<file path="config.mk">
export PLATFORM = sky130hd
export DESIGN_NAME = pong_ball_engine
export DESIGN_NICKNAME = d
export VERILOG_FILES = /design/src/rtl/pong_ball_engine.sv
export SDC_FILE = /design/constraint.sdc
export NUM_CORES = 1
export LEC_CHECK = 0
export ABC_AREA = 1
export ABC_CLOCK_PERIOD_IN_PS = 5800
export BUFFER_PORTS_ARGS = -buffer_cell sky130_fd_sc_hd__buf_2
export CORE_MARGIN = 2
export CORE_UTILIZATION = 50
export DETAILED_ROUTE_END_ITERATION = 16
export PLACE_DENSITY = 0.8
export SYNTH_ARGS = -nofsm -noshare
export SYNTH_HDL_FRONTEND = slang
export SYNTH_SLANG_ARGS = --single-unit
</file>
<file path="constraint.sdc">
create_clock -name clk_in -period 5.8 [get_ports clk_in]
set_clock_uncertainty 0.05 [all_clocks]
set_input_delay 0.58 -clock clk_in [delete_from_list [all_inputs] [get_ports clk_in]]
set_output_delay 0.58 -clock clk_in [all_outputs]
set_load 0.005 [all_outputs]
</file>
<file path="src/rtl/pong_ball_engine.sv">
// rtl/pong_ball_engine.sv - Pong ball kinematics, scoring and ball-pixel engine
//
// Purpose: moves one ball over a parametrised screen, bounces it off the
// top/bottom walls and two paddles (three-zone deflection), keeps score,
// runs the IDLE/SERVE/PLAY/WIN match flow and flags ball pixels for the
// colour mux one cycle after the VGA coordinates are presented.
//
// Ports:
//   clk_in        pixel clock
//   i_rst_n       synchronous active-low reset
//   i_start       level; starts a match from IDLE or WIN
//   o_active      VGA active-area flag
//   o_x, o_y      current pixel coordinates from the timing generator
//   pos_yBarra1/2 top row of the left/right paddle
//   pointPlayer1/2 one-cycle pulse when that player scores
//   score1/2      saturating score counters
//   winner        00 none, 01 player 1, 10 player 2
//   ball_x/ball_y ball top-left corner
//   color         registered ball-pixel flag
module pong_ball_engine #(
  parameter int          H_RES        = 640,
  parameter int          V_RES        = 480,
  parameter int          BALL_W       = 8,
  parameter int          BALL_H       = 8,
  parameter int          PAD1_X       = 10,
  parameter int          PAD2_X       = 610,
  parameter int          PAD_W        = 10,
  parameter int          PAD_H        = 90,
  parameter int          SPEED_X      = 2,
  parameter int          SPEED_Y      = 2,
  parameter int          FRAME_DIV    = 1,
  parameter int          SERVE_FRAMES = 60,
  parameter int          WIN_SCORE    = 9,
  parameter int          SCORE_W      = 4,
  parameter logic [15:0] LFSR_SEED    = 16'hACE1
) (
  input  logic               clk_in,
  input  logic               i_rst_n,
  input  logic               i_start,
  input  logic               o_active,
  input  logic [9:0]         o_x,
  input  logic [8:0]         o_y,
  input  logic [8:0]         pos_yBarra1,
  input  logic [8:0]         pos_yBarra2,
  output logic               pointPlayer1,
  output logic               pointPlayer2,
  output logic [SCORE_W-1:0] score1,
  output logic [SCORE_W-1:0] score2,
  output logic [1:0]         winner,
  output logic [9:0]         ball_x,
  output logic [8:0]         ball_y,
  output logic               color
);

  // Signed working width: wide enough that ball +/- speed never wraps.
  localparam int SW     = 12;
  localparam int SCNT_W = (SERVE_FRAMES < 2) ? 1 : $clog2(SERVE_FRAMES + 1);

  localparam logic [9:0] BX0      = 10'((H_RES - BALL_W) / 2);
  localparam logic [8:0] BY0      = 9'((V_RES - BALL_H) / 2);
  localparam logic [8:0] BY_MAX   = 9'(V_RES - BALL_H);
  localparam logic [9:0] BX_L_HIT = 10'(PAD1_X + PAD_W);
  localparam logic [9:0] BX_R_HIT = 10'(PAD2_X - BALL_W);

  localparam logic signed [SW-1:0] SX     = SW'(SPEED_X);
  localparam logic signed [SW-1:0] SY     = SW'(SPEED_Y);
  localparam logic signed [SW-1:0] ZERO   = '0;
  localparam logic signed [SW-1:0] Y_MAX  = SW'(V_RES - BALL_H);
  localparam logic signed [SW-1:0] X_MAX  = SW'(H_RES - BALL_W);
  localparam logic signed [SW-1:0] L_X    = SW'(PAD1_X);
  localparam logic signed [SW-1:0] L_EDGE = SW'(PAD1_X + PAD_W);
  localparam logic signed [SW-1:0] R_EDGE = SW'(PAD2_X - BALL_W);
  localparam logic signed [SW-1:0] R_BACK = SW'(PAD2_X + PAD_W - BALL_W);
  localparam logic signed [SW-1:0] HALF_H = SW'(BALL_H / 2);
  localparam logic signed [SW-1:0] ZONE1  = SW'(PAD_H / 3);
  localparam logic signed [SW-1:0] ZONE2  = SW'((2 * PAD_H) / 3);

  localparam logic [SCORE_W-1:0] SCORE_MAX = '1;
  localparam logic [SCORE_W-1:0] WIN_S     = SCORE_W'(WIN_SCORE);
  localparam logic [SCNT_W-1:0]  SCNT_LAST = SCNT_W'(SERVE_FRAMES - 1);
  localparam logic [7:0]         FDIV_LAST = 8'(FRAME_DIV - 1);

  typedef enum logic [1:0] {S_IDLE, S_SERVE, S_PLAY, S_WIN} state_t;

  state_t                state, state_nxt;
  logic signed [SW-1:0]  dx, dy, dx_nxt, dy_nxt;
  logic [9:0]            bx_nxt;
  logic [8:0]            by_nxt;
  logic [SCORE_W-1:0]    s1_nxt, s2_nxt, s1_inc, s2_inc;
  logic [1:0]            win_nxt;
  logic                  p1_nxt, p2_nxt, color_nxt;
  logic [15:0]           lfsr;
  logic [7:0]            frame_cnt;
  logic [SCNT_W-1:0]     serve_cnt, scnt_nxt;
  logic [8:0]            wall_y;
  logic signed [SW-1:0]  wall_dy;

  logic                  frame_tick, upd;
  logic signed [SW-1:0]  bx_s, by_s, nx, ny, rel1, rel2;
  logic [10:0]           by_w, pad1_w, pad2_w;
  logic                  ov1, ov2, hit1, hit2, in_x, in_y;

  assign frame_tick = (o_x == 10'(H_RES - 1)) && (o_y == 9'(V_RES - 1));
  assign upd        = frame_tick && (frame_cnt == FDIV_LAST);

  assign bx_s = $signed({2'b00, ball_x});
  assign by_s = $signed({3'b000, ball_y});
  assign nx   = bx_s + dx;
  assign ny   = by_s + dy;

  // Row overlap of the ball's current rows with each paddle.
  assign by_w   = {2'b00, ball_y};
  assign pad1_w = {2'b00, pos_yBarra1};
  assign pad2_w = {2'b00, pos_yBarra2};
  assign ov1    = (by_w < pad1_w + 11'(PAD_H)) && (by_w + 11'(BALL_H) > pad1_w);
  assign ov2    = (by_w < pad2_w + 11'(PAD_H)) && (by_w + 11'(BALL_H) > pad2_w);

  // Ball centre row relative to the paddle top; negative or past the
  // paddle falls naturally into the top or bottom zone.
  assign rel1 = by_s + HALF_H - $signed({3'b000, pos_yBarra1});
  assign rel2 = by_s + HALF_H - $signed({3'b000, pos_yBarra2});

  assign hit1 = dx[SW-1] && (nx <= L_EDGE) && (bx_s >= L_X) && ov1;
  assign hit2 = !dx[SW-1] && (dx != ZERO) && (nx >= R_EDGE) && (bx_s <= R_BACK) && ov2;

  assign s1_inc = (score1 == SCORE_MAX) ? score1 : score1 + 1'b1;
  assign s2_inc = (score2 == SCORE_MAX) ? score2 : score2 + 1'b1;

  assign in_x = (o_x >= ball_x) && ({1'b0, o_x} < ({1'b0, ball_x} + 11'(BALL_W)));
  assign in_y = (o_y >= ball_y) && ({1'b0, o_y} < ({1'b0, ball_y} + 10'(BALL_H)));
  assign color_nxt = o_active && in_x && in_y;

  function automatic logic signed [SW-1:0] zone_dy(input logic signed [SW-1:0] rel,
                                                   input logic signed [SW-1:0] dy_in);
    if (rel < ZONE1)       zone_dy = -SY;
    else if (rel >= ZONE2) zone_dy = SY;
    else                   zone_dy = dy_in;
  endfunction

  always_comb begin
    state_nxt = state;
    bx_nxt    = ball_x;
    by_nxt    = ball_y;
    dx_nxt    = dx;
    dy_nxt    = dy;
    s1_nxt    = score1;
    s2_nxt    = score2;
    win_nxt   = winner;
    p1_nxt    = 1'b0;
    p2_nxt    = 1'b0;
    scnt_nxt  = serve_cnt;
    wall_y    = ny[8:0];
    wall_dy   = dy;

    case (state)
      S_IDLE: begin
        bx_nxt = BX0;
        by_nxt = BY0;
        if (i_start) begin
          state_nxt = S_SERVE;
          scnt_nxt  = '0;
        end
      end

      S_SERVE: begin
        bx_nxt = BX0;
        by_nxt = BY0;
        if (frame_tick) begin
          if (serve_cnt == SCNT_LAST) begin
            state_nxt = S_PLAY;
            scnt_nxt  = '0;
            dy_nxt    = lfsr[0] ? -SY : SY;
          end else begin
            scnt_nxt = serve_cnt + 1'b1;
          end
        end
      end

      S_PLAY: begin
        if (upd) begin
          if (ny[SW-1]) begin
            wall_y  = '0;
            wall_dy = -dy;
          end else if (ny > Y_MAX) begin
            wall_y  = BY_MAX;
            wall_dy = -dy;
          end
          by_nxt = wall_y;
          dy_nxt = wall_dy;

          // Paddle hits win over a score on the same update; the zone
          // deflection is applied on top of any wall bounce.
          if (hit1) begin
            bx_nxt = BX_L_HIT;
            dx_nxt = SX;
            dy_nxt = zone_dy(rel1, wall_dy);
          end else if (hit2) begin
            bx_nxt = BX_R_HIT;
            dx_nxt = -SX;
            dy_nxt = zone_dy(rel2, wall_dy);
          end else if (nx <= ZERO) begin
            p2_nxt = 1'b1;
            s2_nxt = s2_inc;
            dx_nxt = -SX;
            dy_nxt = ZERO;
            bx_nxt = BX0;
            by_nxt = BY0;
            scnt_nxt = '0;
            if (s2_inc == WIN_S) begin
              state_nxt = S_WIN;
              win_nxt   = 2'b10;
            end else begin
              state_nxt = S_SERVE;
            end
          end else if (nx >= X_MAX) begin
            p1_nxt = 1'b1;
            s1_nxt = s1_inc;
            dx_nxt = SX;
            dy_nxt = ZERO;
            bx_nxt = BX0;
            by_nxt = BY0;
            scnt_nxt = '0;
            if (s1_inc == WIN_S) begin
              state_nxt = S_WIN;
              win_nxt   = 2'b01;
            end else begin
              state_nxt = S_SERVE;
            end
          end else begin
            bx_nxt = nx[9:0];
          end
        end
      end

      S_WIN: begin
        bx_nxt = BX0;
        by_nxt = BY0;
        if (i_start) begin
          s1_nxt    = '0;
          s2_nxt    = '0;
          win_nxt   = 2'b00;
          scnt_nxt  = '0;
          state_nxt = S_SERVE;
        end
      end

      default: state_nxt = S_IDLE;
    endcase
  end

  always_ff @(posedge clk_in) begin
    if (!i_rst_n) begin
      state        <= S_IDLE;
      ball_x       <= BX0;
      ball_y       <= BY0;
      dx           <= SX;
      dy           <= ZERO;
      score1       <= '0;
      score2       <= '0;
      winner       <= 2'b00;
      pointPlayer1 <= 1'b0;
      pointPlayer2 <= 1'b0;
      color        <= 1'b0;
      lfsr         <= LFSR_SEED;
      frame_cnt    <= '0;
      serve_cnt    <= '0;
    end else begin
      state        <= state_nxt;
      ball_x       <= bx_nxt;
      ball_y       <= by_nxt;
      dx           <= dx_nxt;
      dy           <= dy_nxt;
      score1       <= s1_nxt;
      score2       <= s2_nxt;
      winner       <= win_nxt;
      pointPlayer1 <= p1_nxt;
      pointPlayer2 <= p2_nxt;
      color        <= color_nxt;
      // Galois LFSR, taps 16,14,13,11.
      lfsr         <= {1'b0, lfsr[15:1]} ^ (lfsr[0] ? 16'hB400 : 16'h0000);
      serve_cnt    <= scnt_nxt;
      if (frame_tick)
        frame_cnt <= (frame_cnt == FDIV_LAST) ? 8'd0 : frame_cnt + 8'd1;
    end
  end

endmodule

</file>
==> qor.yml, run 1 <==
die:
  dieArea_um2: 18900
  core_um2: 17400
  dieHeight_um: 137
  num_rows: 48
  ioPinCount: 73
  die_w_um: 137
  start_util: 0.512
global_routing:
  antenna_found_initial: 1
  overflow: 0
  grt_pass1_wl_mm: 40.5
  track_usage: 0.267
  grt_max_degree: 37
  grt_pass1_vias: 8621
critical_path:
  slowest_delay_ns: 0.84
  critPathRequiredTime_ns: 5.99
  critPathMostFrequentCell: "nand2_1"
  slowest_stage: "a31oi_1"
  cp-end-kind: "register"
  crit_chain: "ha_1 > nand2_1 > o21ai_0 > nand3_1 > o21ai_0 > ha_1 > inv_1 > o21ai_0 > a21oi_1 > nand2_1 > nand2_1 > o21ai_0 > nand2_1 > nor2_1 > a31oi_1 > nand3_1 > nand3_1 > nand3_1 > nand2_1 > inv_1"
  path_max_fanout: 11
  path_class: "reg -> reg"
  cp-start-kind: "register"
  cp.arrival_ns: 4.23
outcome:
  status: "finished clean"
finish:
  antennaDiodeCount: 0
  area_growth_pct: 9.52
  stdcell_area_um2: 9730
  layout-drive-gt1-share: 0.0961
  nNetsFinal: 1678
place:
  pre_cts_slack_ns: 1.93
  placed_cell_area_um2: 9400
  gp_congestion: 0.991
  hpwl_mm: 19.5
  io_buffers: 71
clock_tree:
  cts_tree: "built"
  cts_sinks: 75
  cts_root_buf: "clkbuf_16"
  hold_buffers: 0
  clk-insertion-delay-late_ns: 0.34
  cts_resized: 0
  clk_pin_slew_ns: 0.06
  cts_setup_buffers: 0
  cts_buffer_depth: 2
  htreeDepth: 3
  cts_made_buffers: 9
synthesis:
  synth_area_um2: 8890
  synth_cell_types: 49
  synth_area_per_cell_um2: 6.10
  yosysWarnings: 0
  ys_seq_area_frac: 0.169
  synth_cells: 1456
  ys_ff_latch: 75
  syn-num-nets: 1619
route:
  viasPerCell: 5.50
  wirelength_mm: 24.7
  final_antenna_net_count: 0
  first_pass_iters: 6
  drt-initial-drc-count: 849
  vias: 9591
  drc: 0
  avgRoutedWirePerCell_um: 14.2
sta:
  setup_tns_ns: 0
  setup_viol: 0
  tightest_slew_ns: 1.20
  finalHoldViolCount: 0
  relSlewSlack: 0.197
  drv_slew: 0
  setup_ws_ns: 1.76
  fin_crit_sh: 0.697
  rsz0062_at_grt: "no"
  min_period_ns: 4.04
  max_freq_ghz: 0.248
worst_hold_path:
  hold_path_class: "reg -> reg"
power:
  total_power_mw: 4.27
  max-vdd-ir-drop_uv: 203
  p_per_area_nw_per_um2: 439
  p_leak_nw: 5.15
run:
  drv_cap: 0
synth_stat cells, drive strengths merged:
cell     instances  area [um2]
nand2          443        1740
inv            210         788
nor2           133         548
ha             116        1450
nand3          116         606
a21oi          102         514
dfxtp           75        1500
o21ai           61         313
xor2            34         298
nand4           33         206
nor3            28         140
buf             12        82.6
clkbuf          12        45.0
nand3b          12        90.1
nor4            11        75.1
or2             11        68.8
o211ai           7        52.6
fa               6         120
xnor2            6        52.6
a31oi            5        31.3
o21bai           5        37.5
a211oi           3        22.5
and2             2        15.0
clkinv           2        7.51
conb             2        7.51
a21boi           1        7.51
mux2i            1        10.0
nor3b            1        7.51
o2111ai          1        8.76
o21a             1        7.51
o221ai           1        8.76
o22ai            1        6.26
o311ai           1        8.76
o31ai            1        7.51
placed cells by master, fill, tap and decap left out, types with 12 or more instances in the layout:
cell type / count
xor2_1: 34
buf_2: 71
o21ai_0: 56
dfxtp_1: 75
a21oi_1: 101
nand4_1: 33
nor2_1: 123
nor3_1: 28
nand3_1: 111
nand2_1: 424
nand3b_1: 12
ha_1: 116
nand2_2: 13
inv_1: 201
cell families after synthesis:
| kind of cell | count (synthesis) | share of synthesized area |
|---|---|---|
| compound gates | 190 | 0.115 |
| buf+inv | 236 | 0.104 |
| xor+xnor | 40 | 0.0394 |
| fa+ha+maj | 122 | 0.177 |
| simple gates | 790 | 0.393 |
| flops | 75 | 0.169 |
| mux | 1 | 0.00113 |
| other cells | 2 | 0.000845 |
final timing paths:
kind / startpoint / depth (start not counted) / slack (ns) / end
setup / recovery: ball_y[4] / 20 / 1.76 / dy[1]
hold / removal: lfsr[4] / 2 / 0.36 / lfsr[3]
hold reg to reg: lfsr[4] / 2 / 0.36 / lfsr[3]
setup reg to reg: ball_y[4] / 20 / 1.76 / dy[1]
metal layers:
layer / up-vias / wire [um] / track usage
met5: - / 13 / 0
met4: 2 / 652 / 0.0928
met3: 48 / 1650 / 0.0397
met2: 345 / 10700 / 0.415
met1: 4335 / 11700 / 0.374
li1: 4861 / - / -
flip-flops by register name, summed over array words and instances (netlist names):
register / flops
dy: 11
ball_y: 9
state: 2
score2: 4
winner: 2
serve_cnt: 6
color: 1
pointPlayer1: 1
frame_cnt: 8
dx: 1
score1: 4
lfsr: 16
ball_x: 9
pointPlayer2: 1
area by class of cell:
class / instances / area, um2
fill: 1712 / 7620
multi-input combinational: 1145 / 6460
sequential: 75 / 1500
inverter: 212 / 796
timing repair buffer: 72 / 363
tap: 225 / 282
clock buffer: 12 / 256
clock inverter: 4 / 72.6
worst max-delay path: cells and delay by family (launching register included):
family          cells  cell delay (ns)
simple gates       10             0.92
compound gates      6             1.54
buf+inv             2             0.13
flops               1             0.64
fa+ha+maj           2             0.63
power breakdown:
| part | total, mW | switching, mW | internal [mW] |
|---|---|---|---|
| clock network | 0.613 | 0.214 | 0.399 |
| registers | 0.756 | 0.160 | 0.596 |
| logic | 2.90 | 1.90 | 1.01 |
metrics by stage:
step / hold slack (ns) / utilization / std cells
final: 0.359 / 0.561 / 1745
after global routing: 0.370 / 0.561 / 1745
after CTS: 0.360 / 0.561 / 1745
after detailed placement: 0.347 / 0.542 / 1729
after global placement: 0.345 / 0.542 / 1729
after floorplan: 0.340 / - / 1456
Note: power is estimated with default switching activity, not from simulation.
==> inputs of run 2 (changes only) <==
ABC_CLOCK_PERIOD_IN_PS = 3780   (was 5800)
clock period = 3.78 ns   (was 5.8 ns; I/O delays follow)
==> qor.yml, run 2 (synthesis gave the netlist of run 1 again) <==
critical_path:
  ff2ff_setup_slack_ns: 0.35
  crit_buf_inv: 2
  crit_chain: "ha_1 > nand2_1 > o21ai_0 > nand3_1 > o21ai_0 > ha_1 > nand2_1 > inv_1 > a21oi_1 > nand4_1 > nand2_1 > inv_1 > nand2_1 > nor2_1 > nand2_1 > nand2_1 > nand2_1 > nand2_1 > a21oi_1 > a21oi_1"
  critPathRequiredTime_ns: 3.95
  critPathLaunch: "ball_y[3]"
  cp-start-kind: "register"
  path_class: "reg -> reg"
  r2r_cells: 20
  cp.arrival_ns: 3.60
  path_max_fanout: 10
  critPathMostFrequentCell: "nand2_1"
  slowest_delay_ns: 0.47
  crit_cells: 20
  slowest_stage: "dfxtp_1"
  crit_path_end: "dy[10]"
  worstReg2RegStart: "ball_y[3]"
  r2r-end: "dy[10]"
  cp-end-kind: "register"
  critPathTopFamily: "simple AND/OR/NAND/NOR gates"
place:
  placedCellCount: 1744
  pre_cts_slack_ns: 0.291
  placed_cell_area_um2: 9520
  io_buffers: 71
  gp_congestion: 0.976
  hpwl_mm: 19.9
route:
  viasPerCell: 5.53
  drt-initial-drc-count: 886
  vias: 9733
  wirelength_mm: 25.2
  drc: 0
  avgRoutedWirePerCell_um: 14.3
  first_pass_iters: 7
  final_antenna_net_count: 0
finish:
  top_register: "lfsr"
  largest_register_ff_count: 16
  layout-drive-gt1-share: 0.106
  final_common_cell: "nand2_1"
  stdcell_count: 1760
  reg_top3: "lfsr x16, dy x11"
  final_cell_mix: "nand2_1, inv_1, nor2_1"
  stdcell_area_um2: 9850
  antennaDiodeCount: 0
  nNetsFinal: 1693
  area_growth_pct: 10.8
power:
  p_leak_nw: 5.22
  p_per_area_nw_per_um2: 678
  max-vdd-ir-drop_uv: 412
sta:
  min_period_ns: 3.43
  drv_slew: 0
  rsz0062_at_grt: "no"
  finalHoldViolCount: 0
  fin_crit_sh: 0.906
  tightest_slew_ns: 0.715
  setup_viol: 0
  max_freq_ghz: 0.292
  setup_ws_ns: 0.355
  setup_tns_ns: 0
  relSlewSlack: 0.523
outcome:
  status: "finished clean"
clock_tree:
  hold_buffers: 0
  cts_buffer_depth: 2
  cts_made_buffers: 9
  clk_pin_slew_ns: 0.06
  cts_setup_buffers: 0
  cts_sinks: 75
  htreeDepth: 3
  cts_resized: 0
  cts_root_buf: "clkbuf_16"
  cts_tree: "built"
  clk-insertion-delay-late_ns: 0.34
global_routing:
  antenna_found_initial: 0
  overflow: 0
  grt_pass1_wl_mm: 40.5
  grt_pass1_vias: 8599
  grt_max_degree: 36
  track_usage: 0.267
die:
  start_util: 0.512
  core_um2: 17400
  ioPinCount: 73
  die_w_um: 137
  num_rows: 48
  dieHeight_um: 137
  dieArea_um2: 18900
worst_hold_path:
  hold_path_class: "in -> reg"
run:
  drv_cap: 0
run 2: changes by cell type in the layout (fill, tap and decap cells not counted), sizes merged:
cell	previous run	this run
buf	72	87
run 2: power by group:
group	switching (mW)	internal, mW
Clock	0.338	0.613
Sequential	0.185	0.916
Combinational	3.00	1.62
run 2: cell type report:
class	count	area [um2]
fillers	1709	7510
multi-input cells	1145	6460
flip-flops and latches	75	1500
inverters	212	796
repair buffers	87	475
well taps	225	282
clock buffers	12	256
clock inverters	4	72.6
run 2: stage by stage:
step                hold slack, ns  total power, mW   util
floorplan                    0.340             4.45      -
global route                 0.294             7.33  0.567
global placement             0.345             5.52  0.548
detailed placement           0.347             5.59  0.548
finish                       0.285             6.67  0.567
CTS                          0.278             6.58  0.567
run 2: worst min-delay path by stage:
stage | startpoint | endpoint | slack, ns | depth (start not counted)
4_1_cts | o_active | color | 0.28 | 3
5_1_grt | o_active | color | 0.29 | 3
6_report | o_active | color | 0.28 | 3
2_1_floorplan | lfsr[15] | lfsr[14] | 0.34 | 2
3_5_place_dp | lfsr[4] | lfsr[3] | 0.35 | 2
3_3_place_gp | lfsr[3] | lfsr[2] | 0.34 | 2
run 2: layer usage:
metal	wire length, um	vias up	global-route usage
met5	0	-	0
met3	2100	38	0.0401
met2	11000	383	0.426
met1	11600	4432	0.372
li1	-	4880	-
met4	500	0	0.0739
run 2: tightest hold or removal path: cells and delay by family:
family / cells / cell delay (ns)
compound gates: 1 / 0.09
buf+inv: 1 / 0.10
simple gates: 1 / 0.05
